## src/rtl/command_issue_queue_if.sv

```systemverilog
// Handshake and status bundle between the host-side driver and the command issue queue.
// The master drives commands and flush; the slave is the queue itself.
interface command_issue_queue_if #(
  parameter int DEPTH = 8,
  parameter int CMD_W = 12
);
  localparam int CNT_W = $clog2(DEPTH) + 1;

  logic [CMD_W-1:0] in_cmd;
  logic             in_valid;
  logic             in_ready;
  logic             flush;
  logic [CMD_W-1:0] command;
  logic             syscall;
  logic [CNT_W-1:0] count;
  logic             full;
  logic             empty;
  logic [15:0]      issued_count;

  modport master (
    output in_cmd, in_valid, flush,
    input  in_ready, command, syscall, count, full, empty, issued_count
  );

  modport slave (
    input  in_cmd, in_valid, flush,
    output in_ready, command, syscall, count, full, empty, issued_count
  );
endinterface

```

## src/rtl/command_issue_queue.sv

```systemverilog
// FIFO of controller commands that issues one command at a time with a syscall pulse,
// then holds off for GAP cycles so the controller is back in IDLE before the next pulse.
module command_issue_queue #(
  parameter int DEPTH = 8,
  parameter int CMD_W = 12,
  parameter int GAP   = 6
) (
  input logic                  clk,
  input logic                  rst_n,
  command_issue_queue_if.slave bus
);
  localparam int PTR_W  = $clog2(DEPTH);
  localparam int CNT_W  = PTR_W + 1;
  localparam int HOLD_W = $clog2(GAP + 1);

  typedef enum logic {IDLE, HOLD} state_t;

  state_t           state_q, state_d;
  logic [CMD_W-1:0] mem [DEPTH];
  logic [PTR_W-1:0] wr_ptr, rd_ptr;
  logic [CNT_W-1:0] count_q;
  logic [HOLD_W-1:0] hold_q, hold_d;
  logic [CMD_W-1:0] command_q, command_d;
  logic             syscall_q, syscall_d;
  logic [15:0]      issued_q, issued_d;
  logic             full, push, pop;

  // Flush wins over both push and pop; the pop only happens when IDLE decides to issue.
  assign full = (count_q == CNT_W'(DEPTH));
  assign push = bus.in_valid && !full && !bus.flush;
  assign pop  = (state_q == IDLE) && (count_q != '0) && !bus.flush;

  always_ff @(posedge clk) begin
    if (push) mem[wr_ptr] <= bus.in_cmd;
  end

  always_ff @(posedge clk or negedge rst_n) begin
    if (!rst_n) begin
      wr_ptr  <= '0;
      rd_ptr  <= '0;
      count_q <= '0;
    end else if (bus.flush) begin
      wr_ptr  <= '0;
      rd_ptr  <= '0;
      count_q <= '0;
    end else begin
      if (push) wr_ptr <= wr_ptr + PTR_W'(1);
      if (pop)  rd_ptr <= rd_ptr + PTR_W'(1);
      count_q <= count_q + CNT_W'(push) - CNT_W'(pop);
    end
  end

  always_ff @(posedge clk or negedge rst_n) begin
    if (!rst_n) begin
      state_q   <= IDLE;
      hold_q    <= '0;
      command_q <= '0;
      syscall_q <= 1'b0;
      issued_q  <= '0;
    end else begin
      state_q   <= state_d;
      hold_q    <= hold_d;
      command_q <= command_d;
      syscall_q <= syscall_d;
      issued_q  <= issued_d;
    end
  end

  // Hold-off counts down from GAP; leaving HOLD on the edge where it reads 1
  // spaces consecutive pulses GAP+1 cycles apart.
  always_comb begin
    state_d   = state_q;
    hold_d    = hold_q;
    command_d = command_q;
    syscall_d = 1'b0;
    issued_d  = issued_q;
    unique case (state_q)
      IDLE: begin
        if (pop) begin
          command_d = mem[rd_ptr];
          syscall_d = 1'b1;
          hold_d    = HOLD_W'(GAP);
          issued_d  = issued_q + 16'd1;
          state_d   = HOLD;
        end
      end
      HOLD: begin
        hold_d = hold_q - HOLD_W'(1);
        if (hold_q == HOLD_W'(1)) state_d = IDLE;
      end
      default: state_d = IDLE;
    endcase
  end

  assign bus.in_ready     = !full;
  assign bus.full         = full;
  assign bus.empty        = (count_q == '0);
  assign bus.count        = count_q;
  assign bus.command      = command_q;
  assign bus.syscall      = syscall_q;
  assign bus.issued_count = issued_q;
endmodule

```

## src/flat_wrapper.sv

```systemverilog
// flat-port wrapper written by rule: the top's interface ports become plain ports
module command_issue_queue_flat 
#(
  parameter int DEPTH = 8,
  parameter int CMD_W = 12,
  parameter int GAP   = 6
)
  (clk, rst_n, bus_in_cmd, bus_in_valid, bus_flush, bus_in_ready, bus_command, bus_syscall, bus_count, bus_full, bus_empty, bus_issued_count);
  command_issue_queue_if #(.DEPTH(DEPTH), .CMD_W(CMD_W)) bus_i ();
  input logic clk;
  input logic rst_n;
  input wire logic [$bits(bus_i.in_cmd)-1:0] bus_in_cmd;
  input wire logic [$bits(bus_i.in_valid)-1:0] bus_in_valid;
  input wire logic [$bits(bus_i.flush)-1:0] bus_flush;
  output wire logic [$bits(bus_i.in_ready)-1:0] bus_in_ready;
  output wire logic [$bits(bus_i.command)-1:0] bus_command;
  output wire logic [$bits(bus_i.syscall)-1:0] bus_syscall;
  output wire logic [$bits(bus_i.count)-1:0] bus_count;
  output wire logic [$bits(bus_i.full)-1:0] bus_full;
  output wire logic [$bits(bus_i.empty)-1:0] bus_empty;
  output wire logic [$bits(bus_i.issued_count)-1:0] bus_issued_count;
  assign bus_i.in_cmd = bus_in_cmd;
  assign bus_i.in_valid = bus_in_valid;
  assign bus_i.flush = bus_flush;
  assign bus_in_ready = bus_i.in_ready;
  assign bus_command = bus_i.command;
  assign bus_syscall = bus_i.syscall;
  assign bus_count = bus_i.count;
  assign bus_full = bus_i.full;
  assign bus_empty = bus_i.empty;
  assign bus_issued_count = bus_i.issued_count;
  command_issue_queue #(.DEPTH(DEPTH), .CMD_W(CMD_W), .GAP(GAP)) u_core (.clk(clk), .rst_n(rst_n), .bus(bus_i));
endmodule
```

## config.mk

```make
export PLATFORM = sky130hd
export DESIGN_NAME = command_issue_queue_flat
export DESIGN_NICKNAME = d
export VERILOG_FILES = /design/src/rtl/command_issue_queue_if.sv /design/src/rtl/command_issue_queue.sv /design/src/flat_wrapper.sv
export SDC_FILE = /design/constraint.sdc
export NUM_CORES = 1
export LEC_CHECK = 0
export BUFFER_PORTS_ARGS = -buffer_cell sky130_fd_sc_hd__buf_2
export CAP_MARGIN = 20
export CORE_UTILIZATION = 55
export DETAILED_ROUTE_END_ITERATION = 12
export PLACE_DENSITY = 0.75
export SLEW_MARGIN = 0
export SYNTH_ARGS = -nofsm -noshare
export SYNTH_HDL_FRONTEND = slang
export SYNTH_SLANG_ARGS = --single-unit
```

## constraint.sdc

```tcl
create_clock -name clk -period 2.9 [get_ports clk]
set_input_delay 0.87 -clock clk [delete_from_list [all_inputs] [get_ports clk]]
set_output_delay 0.87 -clock clk [all_outputs]
set_load 0.05 [all_outputs]
```

==> reports/qor.yml, run 1 <==
outcome:
  status: "finished, final reports clean"
route:
  post_drt_wl_per_cell_um: 19.7
  vias: 3039
  drt_pre_antenna_iters: 5
  wl_mm: 10.9
  drc: 0
  vias_per_cell: 5.50
  drt_iter0_markers: 125
  antenna_left: 0
placed_design:
  routabilityCongestion: 0.747
  placed_area_um2: 6080
  place_ws_ns: 0.290
  io_buffers: 51
  place_hpwl_mm: 6.45
grt:
  grt.total_usage: 0.228
  antenna_found_initial: 0
  grt_pass1_wl_mm: 16.7
  grt_max_degree: 33
  grt_overflow: 0
  first_global_vias: 3058
yosys:
  synthTopCellsByArea: "edfxtp_1 (51%), dfrtp_1 (19%), mux4_2 (8.0%), ha_1 (2.4%), mux2i_1 (2.1%)"
  ys_types: 39
  synth_common_cells: "edfxtp_1 (96), dfrtp_1 (43), nand2_1 (30)"
  synthFlopType: "edfxtp_1"
  ys_seq_area_frac: 0.702
  syn_area_um2: 5640
  async_flop_share: 0.309
  synth_top_cell_by_area: "edfxtp_1"
  yosysTopAreaCellShare: 0.512
  synth_cells: 338
  yosysWarnings: 0
  yosysMostFrequentCell: "edfxtp_1"
  synth_edf_count: 96
  synth.ff_latch_count: 139
  syn_nets: 366
  avgSynthCellArea_um2: 16.7
pwr:
  ir_worst_vdd_mv: 0.574
  total_power_mw: 6.38
  p_leak_nw: 2.61
  p_per_area_nw_per_um2: 962
cts:
  cts_buffer_depth: 2
  clk_pin_slew_worst_paths_ns: 0.06
  htree_levels: 4
  tritoncts: "built"
  cts-buffers-inserted: 17
  clkSinkCount: 139
  root_buffer: "clkbuf_8"
  clk_latency_ns: 0.53
  cts_setup_buffers: 0
sta:
  finalWorstSetupSlack_ns: 0.109
  period_minus_slack_ns: 2.79
  slew_headroom: 0.421
  fin_worst_skew_ns: 0.0129
  slew_viol_final: 0
  worst_pin_slew_ns: 0.868
  fin_crit_sh: 0.962
  finalSetupViolCount: 0
  rsz0062_at_grt: "false"
  final_hold_viol_count: 0
  fmax_mhz: 358
  fin_tns_setup_ns: 0
critical_path:
  cp.arrival_ns: 1.92
  critPathMaxFanout: 5
  crit_type: "reg -> out"
  endpoint_kind: "output pin"
  startpoint_type: "flop"
  worst_ep_required_time_ns: 2.03
  cp-startpoint: "u_core.bus.count[2]$_DFF_PN0_"
  rr_startpoint: "u_core.bus.count[2]$_DFF_PN0_"
floorplan:
  dieArea_um2: 10700
  initial_core_util: 0.571
  die_y_um: 103
  die_w_um: 103
  coreArea_um2: 9860
  rows: 36
  io_pins: 52
final_layout:
  nets: 435
  nFillCells: 643
  drive_gt1_frac: 0.288
  area_growth_syn_to_layout_pct: 17.7
  antenna_cells: 0
  fin_area_um2: 6630
  utilization: 0.673
job:
  cap_violations: 0
min_path:
  hp-class: "in -> async"
[logic make-up after synthesis]
logic type                 after synthesis  share of synthesized area
xor gates and xnor gates                22                     0.0342
and+or+nand+nor                         80                     0.0677
muxes                                   37                      0.122
adders and majority gates               12                     0.0280
AOI/OAI and AO/OA                       19                     0.0178
DFF                                    139                      0.702
buffers and inverters                   29                     0.0280
[critical path, cell delays in order, from the launching register on]
cell and delay [ns]:
dfrtp_1 0.37, inv_1 0.10, ha_1 0.15, or3b_4 0.40, inv_1 0.15, buf_4 0.22
[what timing repair did]
| action | 4_1_cts | 5_1_grt |
|---|---|---|
| gates resized for setup | 0 | 4 |
| setup endpoints to repair | 0 | 2 |
| hold buffers | 0 | 0 |
[registers in the layout, summed over array words and instances (netlist names)]
signal                   flops
u_core.mem                  96
u_core.bus.issued_count     16
u_core.bus.command          12
u_core.bus.count             4
u_core.hold_q                3
u_core.rd_ptr                3
u_core.wr_ptr                3
u_core.bus.syscall           1
u_core.state_q               1
[where the power goes]
group          internal [mW]  switching [mW]  total, mW
Combinational          0.658            1.16       1.82
Clock                   1.15           0.857       2.01
Sequential              2.36           0.192       2.55
Total                   4.17            2.21       6.38
[metrics by stage]
stage | hold WS [ns] | std cells
floorplan | 0.477 | 338
global placement | 0.452 | 521
detailed placement | 0.455 | 521
CTS | 0.342 | 553
global route | 0.379 | 553
finish | 0.343 | 553
[path summary, 6_finish.rpt]
kind / slack [ns] / depth (start not counted) / to
max in group asynchronous: 1.96 / 2 / u_core.bus.command[7]$_DFFE_PN0P_
setup reg to reg: 0.48 / 11 / u_core.bus.count[2]$_DFF_PN0_
setup / recovery: 0.11 / 5 / bus_empty
hold reg to reg: 0.46 / 1 / u_core.bus.issued_count[15]$_DFFE_PN0P_
min in group clk: 0.46 / 1 / u_core.bus.issued_count[15]$_DFFE_PN0P_
hold / removal: 0.34 / 1 / u_core.bus.count[1]$_DFF_PN0_
[routing by layer]
| metal | up-vias | global-route usage | share of wire |
|---|---|---|---|
| li1 | 1387 | - | - |
| met1 | 1554 | 0.275 | 0.41 |
| met2 | 89 | 0.407 | 0.53 |
| met3 | 9 | 0.0551 | 0.043 |
| met4 | 0 | 0.0748 | 0.0077 |
| met5 | - | 0 | 0 |
[cell type report]
| cell class | instances | area [um^2] | share of cell area |
|---|---|---|---|
| Clock buffer | 18 | 418 | 0.0630 |
| Clock inverter | 14 | 135 | 0.0204 |
| Inverter | 15 | 56.3 | 0.00849 |
| Multi-Input combinational cell | 170 | 1530 | 0.230 |
| Sequential cell | 139 | 3960 | 0.597 |
| Tap cell | 133 | 166 | 0.0251 |
| Timing Repair Buffer | 64 | 370 | 0.0558 |
[cell usage in the layout, fill, tap and decap left out, types with 2 or more instances in the layout]
cell / instances
edfxtp_1: 96
buf_2: 49
dfrtp_1: 43
nand2_1: 30
nor2_1: 23
mux4_2: 20
clkbuf_16: 16
inv_1: 15
buf_4: 14
xor2_1: 13
mux2i_1: 12
o21ai_1: 12
ha_1: 11
xnor2_1: 9
inv_6: 6
nand3_1: 5
clkinvlp_4: 5
nand2b_1: 4
mux4_1: 4
a21oi_1: 3
nor3_1: 3
nor2b_1: 2
nor3_2: 2
o21ai_0: 2
and4_1: 2
nand4_1: 2
(Power assumes the default switching activity.)
==> run 2: changes to the inputs <==
--- a/config.mk
+++ b/config.mk
@@ -5,11 +5,12 @@
 export SDC_FILE = /design/constraint.sdc
 export NUM_CORES = 1
 export LEC_CHECK = 0
+export ABC_AREA = 1
 export BUFFER_PORTS_ARGS = -buffer_cell sky130_fd_sc_hd__buf_2
 export CAP_MARGIN = 20
 export CORE_UTILIZATION = 55
 export DETAILED_ROUTE_END_ITERATION = 12
-export PLACE_DENSITY = 0.75
+export PLACE_DENSITY = 0.74
 export SLEW_MARGIN = 0
 export SYNTH_ARGS = -nofsm -noshare
 export SYNTH_HDL_FRONTEND = slang
==> reports/qor.yml, run 2 <==
outcome:
  status: "finished, final reports clean"
final_layout:
  nets: 674  # +55%
  nFillCells: 815  # +27%
  utilization: 0.663  # -0.00920
  final_cell_count_no_fill: 795  # +44%
  multiInputGateArea_um2: 1790  # +17%
  drive_gt1_frac: 0.152  # -0.136
  area_growth_syn_to_layout_pct: 15.5
  regMostFlops: "u_core.mem"
  largest_register_ffs: 96  # unchanged
  final_common_cell: "nand2_1"
  final_cell_mix: "nand2_1 (236), edfxtp_1 (96), nor2_1 (51), buf_2 (51), dfrtp_1 (43)"
  antenna_cells: 0  # unchanged
  final-seq-area_um2: 3960  # unchanged
yosys:
  syn_area_um2: 5980  # +6.2%
  ys_seq_area_frac: 0.662  # -0.0407
  synth_common_cells: "nand2_1 (236), edfxtp_1 (96), nor2_1 (51)"
  syn_nets: 610  # +67%
  synthFlopType: "edfxtp_1"
  yosysWarnings: 0  # unchanged
  yosysTopAreaCellShare: 0.482  # -0.0296
  async_flop_share: 0.309  # unchanged
  avgSynthCellArea_um2: 10.3  # -38%
  synth_edf_count: 96  # unchanged
  synth.ff_latch_count: 139  # unchanged
  ys_types: 27  # -31%
  synthTopCellsByArea: "edfxtp_1 (48%), dfrtp_1 (18%), nand2_1 (15%), nand3_1 (3.4%), nor2_1 (3.2%)"
  yosysMostFrequentCell: "nand2_1"
  synth_top_cell_by_area: "edfxtp_1"
  synth_cells: 582  # +72%
grt:
  grt_overflow: 0  # unchanged
  grt_max_degree: 51  # +55%
  antenna_found_initial: 1  # +1
  first_global_vias: 4134  # +35%
  grt_pass1_wl_mm: 19.9  # +19%
  grt.total_usage: 0.236  # +0.00723
sta:
  worst_pin_slew_ns: 0.852  # -0.0161 ns
  period_minus_slack_ns: 2.50  # -0.295 ns
  fin_tns_setup_ns: 0  # unchanged
  finalSetupViolCount: 0  # unchanged
  slew_headroom: 0.431  # +0.00989
  slew_viol_final: 0  # unchanged
  fin_worst_skew_ns: 0.00649  # -0.00645 ns
  fmax_mhz: 401  # +12%
  final_hold_viol_count: 0  # unchanged
  rsz0062_at_grt: "false"
  fin_crit_sh: 0.861  # -0.102
cts:
  clk_latency_ns: 0.51  # -0.02 ns
  cts-buffers-inserted: 17  # unchanged
  clk_pin_slew_worst_paths_ns: 0.06  # about the same
  htree_levels: 4  # unchanged
  root_buffer: "clkbuf_8"
  hold_buffers: 0  # unchanged
  clkSinkCount: 139  # unchanged
  cts_resized: 0  # unchanged
  tritoncts: "built"
  cts_buffer_depth: 2  # unchanged
  cts_setup_buffers: 0  # unchanged
pwr:
  p_per_area_nw_per_um2: 892  # -7.2%
  p_leak_nw: 3.03  # +16%
  ir_worst_vdd_mv: 0.551  # -4.1%
  total_power_mw: 6.16  # -3.4%
critical_path:
  critPathMaxFanout: 4  # -1
  path_buf_inv: 3  # unchanged
  rr_endpoint: "u_core.bus.count[2]$_DFF_PN0_"
  critPathMostFrequentCell: "inv_1"
  startpoint_type: "flop"
  crit_family: "buffers and inverters"
  rrSetupSlack_ns: 0.79  # +0.31 ns
  reg2reg_depth: 11  # unchanged
  crit_type: "reg -> out"
  cpMaxStageDelayCell: "dfrtp_1"
  critPathMaxStageDelay_ns: 0.38  # -0.02 ns
  cp.arrival_ns: 1.63  # -0.29 ns
  worst_ep_required_time_ns: 2.03  # about the same
  rr_startpoint: "u_core.bus.count[2]$_DFF_PN0_"
  endpoint_kind: "output pin"
  cp_cell_sequence: "inv_1, ha_1, nand2_1, inv_1, buf_2"
placed_design:
  place_hpwl_mm: 7.41  # +15%
  io_buffers: 51  # unchanged
  routabilityCongestion: 0.819  # +9.6%
  dpl.cell_count: 763  # +46%
route:
  antenna_left: 0  # unchanged
  post_drt_wl_per_cell_um: 15.0  # -24%
  drc: 0  # unchanged
  wl_mm: 11.9  # +9.7%
  drt_pre_antenna_iters: 5  # unchanged
  vias: 4154  # +37%
  vias_per_cell: 5.23  # -4.9%
  drt_iter0_markers: 403  # +220%
floorplan:
  io_pins: 52  # unchanged
  dieArea_um2: 11300  # +6.0%
  initial_core_util: 0.574  # +0.00301
  die_w_um: 106  # +3.0%
  rows: 37  # +2.8%
  coreArea_um2: 10400  # +5.6%
  die_y_um: 106  # +3.0%
min_path:
  hp-class: "in -> async"
job:
  cap_violations: 0  # unchanged
## run 2: changes by cell type in the layout (fill, tap and decap cells not counted), moves of 9 or more
cell,change
inv_1,+12
mux2i_1,-12
mux4_2,-20
nand2_1,+206
nand3_1,+36
nor2_1,+28
o21ai_0,+11
xor2_1,-9
## run 2: worst reg2reg max path: stages (launching register included)
cell     delay (ns)
dfrtp_1        0.38
inv_1          0.11
ha_1           0.17
nand2_2        0.09
nand3_4        0.08
inv_2          0.04
ha_1           0.26
inv_1          0.04
ha_1           0.22
fa_1           0.38
xnor2_1        0.16
nor2_1         0.06
## run 2: logic make-up (layout without fill, tap and decap cells)
logic type / after synthesis / count (layout) / synth area share
and+or+nand+nor: 345 / 345 / 0.237
AOI/OAI and AO/OA: 25 / 25 / 0.0209
buffers and inverters: 51 / 128 / 0.0393
DFF: 139 / 139 / 0.662
adders and majority gates: 12 / 12 / 0.0264
xor gates and xnor gates: 10 / 10 / 0.0146
## run 2: layout make-up
type / count / area share
repair buffers: 66 / 0.0532
clock buffers: 24 / 0.0637
inverters: 30 / 0.0163
clock inverters: 8 / 0.0103
flip-flops and latches: 139 / 0.573
well taps: 136 / 0.0246
multi-input cells: 392 / 0.259
## run 2: metrics by stage
step / instance area [um^2] / hold slack, ns / worst slack (ns)
after detailed placement: 6400 / 0.466 / 0.436
after CTS: 6910 / 0.301 / 0.385
after global placement: 6400 / 0.461 / 0.493
after global routing: 6910 / 0.332 / 0.277
after floorplan: 5980 / 0.475 / 0.188
final: 6910 / 0.294 / 0.404
## run 2: layer usage
| layer | GRT usage | up-vias | share of wire | wire length [um] |
|---|---|---|---|---|
| met4 | 0.0962 | 2 | 0.014 | 170 |
| met3 | 0.0613 | 23 | 0.059 | 703 |
| met5 | 0 | - | 0.00084 | 10 |
| met1 | 0.297 | 1972 | 0.43 | 5120 |
| met2 | 0.388 | 125 | 0.50 | 5920 |
| li1 | - | 2032 | - | - |
## run 2: how the worst max path moves through the flow
stage / start / to / slack (ns) / cells past startpoint
2_1_floorplan: u_core.bus.count[2]$_DFF_PN0_ / u_core.mem[4][0]$_DFFE_PP_ / 0.19 / 7
3_3_place_gp: bus_flush / u_core.bus.count[2]$_DFF_PN0_ / 0.49 / 10
3_5_place_dp: bus_flush / u_core.bus.count[2]$_DFF_PN0_ / 0.44 / 10
4_1_cts: u_core.bus.count[2]$_DFF_PN0_ / bus_full / 0.39 / 5
5_1_grt: u_core.bus.count[2]$_DFF_PN0_ / bus_full / 0.28 / 5
6_report: u_core.bus.count[2]$_DFF_PN0_ / bus_full / 0.40 / 5
## run 2: power breakdown
part | internal, mW | switching [mW]
Clock | 1.13 | 0.742
Combinational | 0.474 | 1.32
Sequential | 2.35 | 0.151
Total | 3.95 | 2.21
==> run 3: changes to the inputs <==
--- a/config.mk
+++ b/config.mk
@@ -5,12 +5,12 @@
 export SDC_FILE = /design/constraint.sdc
 export NUM_CORES = 1
 export LEC_CHECK = 0
-export ABC_AREA = 1
 export BUFFER_PORTS_ARGS = -buffer_cell sky130_fd_sc_hd__buf_2
 export CAP_MARGIN = 20
 export CORE_UTILIZATION = 55
 export DETAILED_ROUTE_END_ITERATION = 12
-export PLACE_DENSITY = 0.74
+export PLACE_DENSITY = 0.75
+export REMOVE_ABC_BUFFERS = 1
 export SLEW_MARGIN = 0
 export SYNTH_ARGS = -nofsm -noshare
 export SYNTH_HDL_FRONTEND = slang
==> reports/qor.yml, run 3 (same netlist as run 1, synthesis figures left out) <==
outcome:
  status: "finished, final reports clean"
final_layout:
  final_common_cell: "edfxtp_1"
  drive_gt1_frac: 0.286  # +0.135
  nets: 434  # -36%
  largest_register_ffs: 96  # unchanged
  nFillCells: 644  # -21%
  area_growth_syn_to_layout_pct: 18.4
  antenna_cells: 0  # unchanged
  fin_area_um2: 6670  # -3.4%
  final_cell_count_no_fill: 552  # -31%
  regMostFlops: "u_core.mem"
  final_cell_mix: "edfxtp_1 (96), buf_2 (49), dfrtp_1 (43), nand2_1 (30), nor2_1 (23)"
cts:
  cts_buffer_depth: 2  # unchanged
  clkSinkCount: 139  # unchanged
  tritoncts: "built"
  clk_pin_slew_worst_paths_ns: 0.07  # about the same
  root_buffer: "clkbuf_8"
  hold_buffers: 0  # unchanged
  htree_levels: 4  # unchanged
  cts-buffers-inserted: 17  # unchanged
  clk_latency_ns: 0.52  # about the same
grt:
  first_global_vias: 2914  # -30%
  grt_overflow: 0  # unchanged
  grt_max_degree: 44  # -14%
  antenna_found_initial: 0  # -1
  grt.total_usage: 0.204  # -0.0317
  grt_pass1_wl_mm: 15.1  # -24%
floorplan:
  die_w_um: 103  # -2.9%
  dieArea_um2: 10700  # -5.7%
  initial_core_util: 0.571  # -0.00301
  die_y_um: 103  # -2.9%
  coreArea_um2: 9860  # -5.3%
  io_pins: 52  # unchanged
  rows: 36  # -2.7%
critical_path:
  crit_family: "buffers and inverters"
  worst_ep_required_time_ns: 2.03  # about the same
  rr_endpoint: "u_core.bus.count[2]$_DFF_PN0_"
  critPathMaxStageDelay_ns: 0.41  # +0.03 ns
  endpoint_kind: "output pin"
  critPathMostFrequentCell: "inv_1"
  path_buf_inv: 3  # unchanged
  cpMaxStageDelayCell: "or3b_4"
  cp_cell_sequence: "inv_1, ha_1, or3b_4, inv_1, clkbuf_4"
  reg2reg_depth: 11  # unchanged
  crit_type: "reg -> out"
  cp.arrival_ns: 1.94  # +0.31 ns
  rr_startpoint: "u_core.bus.count[2]$_DFF_PN0_"
  startpoint_type: "flop"
  rrSetupSlack_ns: 0.46  # -0.33 ns
  critPathMaxFanout: 5  # +1
placed_design:
  placed_area_um2: 6050  # -5.5%
  routabilityCongestion: 0.726  # -11%
  dpl.cell_count: 520  # -32%
  place_hpwl_mm: 5.75  # -22%
  io_buffers: 51  # unchanged
sta:
  rsz0062_at_grt: "false"
  fmax_mhz: 356  # -11%
  fin_worst_skew_ns: 0.00761  # +0.00113 ns
  worst_pin_slew_ns: 0.860  # +0.00816 ns
  finalSetupViolCount: 0  # unchanged
  period_minus_slack_ns: 2.81  # +0.315 ns
  fin_crit_sh: 0.969  # +0.109
  slew_headroom: 0.427  # -0.00461
  slew_viol_final: 0  # unchanged
  fin_tns_setup_ns: 0  # unchanged
  final_hold_viol_count: 0  # unchanged
  hold-worst-slack_ns: 0.420  # +0.127 ns
job:
  cap_violations: 0  # unchanged
route:
  post_drt_wl_per_cell_um: 18.0  # +20%
  drt_pre_antenna_iters: 4  # -1
  drt_iter0_markers: 175  # -57%
  antenna_left: 0  # unchanged
  vias: 3007  # -28%
  wl_mm: 9.92  # -17%
  drc: 0  # unchanged
  vias_per_cell: 5.45  # +4.3%
min_path:
  hp-class: "in -> async"
pwr:
  p_leak_nw: 2.63  # -13%
  p_int_mw: 4.43  # +12%
  combPwrFrac: 0.276  # -0.015
  p_per_area_nw_per_um2: 987  # +11%
  switchingPower_mw: 2.16  # -2.3%
  p_seq_frac: 0.384  # -0.022
  p_clk_frac: 0.340  # +0.037
  ir_worst_vdd_mv: 0.568  # +3.1%
  p_sw_frac: 0.328  # -0.0309
run 3: worst reg2reg max path: stages (launching register included):
cell and delay [ns]:
dfrtp_1 0.38, inv_1 0.11, ha_1 0.15, or3b_4 0.41, nand2_1 0.09, inv_1 0.07
ha_1 0.27, inv_1 0.04, ha_1 0.21, fa_1 0.38, xnor2_1 0.16, nor2_1 0.06
run 3: what timing repair did:
action / CTS / global route
buffers inserted: 0 / 0
endpoints found under the hold margin: 0 / 0
endpoints found under the setup margin: 0 / 2
gates resized for setup: 0 / 3
run 3: through the flow:
step,worst slack [ns],total power [mW],utilization
after floorplan,-0.648,3.92,-
after global placement,0.322,4.31,0.613
after detailed placement,0.281,4.37,0.613
after CTS,0.0252,6.63,0.676
after global routing,0.00322,6.87,0.677
final,0.0894,6.59,0.677
run 3: worst max path at each step:
stage | endpoint | slack, ns | cells after the start | from
global placement | u_core.bus.count[2]$_DFF_PN0_ | 0.32 | 10 | bus_flush
detailed placement | u_core.bus.count[2]$_DFF_PN0_ | 0.28 | 10 | bus_flush
global route | bus_empty | 0.003 | 5 | u_core.bus.count[2]$_DFF_PN0_
CTS | bus_full | 0.03 | 5 | u_core.bus.count[2]$_DFF_PN0_
finish | bus_empty | 0.09 | 5 | u_core.bus.count[2]$_DFF_PN0_
floorplan | u_core.mem[0][0]$_DFFE_PP_ | -0.65 | 7 | u_core.bus.count[2]$_DFF_PN0_
run 3: routing by layer:
metal,track usage,vias to the layer above,part of all wire
met5,0,-,0
met4,0.0888,0,0.015
met3,0.0491,15,0.041
li1,-,1389,-
met1,0.252,1521,0.42
met2,0.346,82,0.52
run 3: power by group through the flow:
stage                     clock (mW)  sequential [mW]  combinational (mW)
after floorplan                    0             3.06               0.860
after global placement             0             2.55                1.77
after detailed placement           0             2.56                1.80
after CTS                       2.27             2.53                1.83
after global routing            2.35             2.56                1.97
final                           2.24             2.53                1.82
run 3: final cells by class:
cell class              instances  area (um^2)  share of cell area
clock inverters                13          189              0.0283
multi-input cells             170         1520               0.228
flip-flops and latches        139         3960               0.593
clock buffers                  19          432              0.0647
inverters                      15         56.3             0.00844
repair buffers                 63          350              0.0525
well taps                     133          166              0.0249
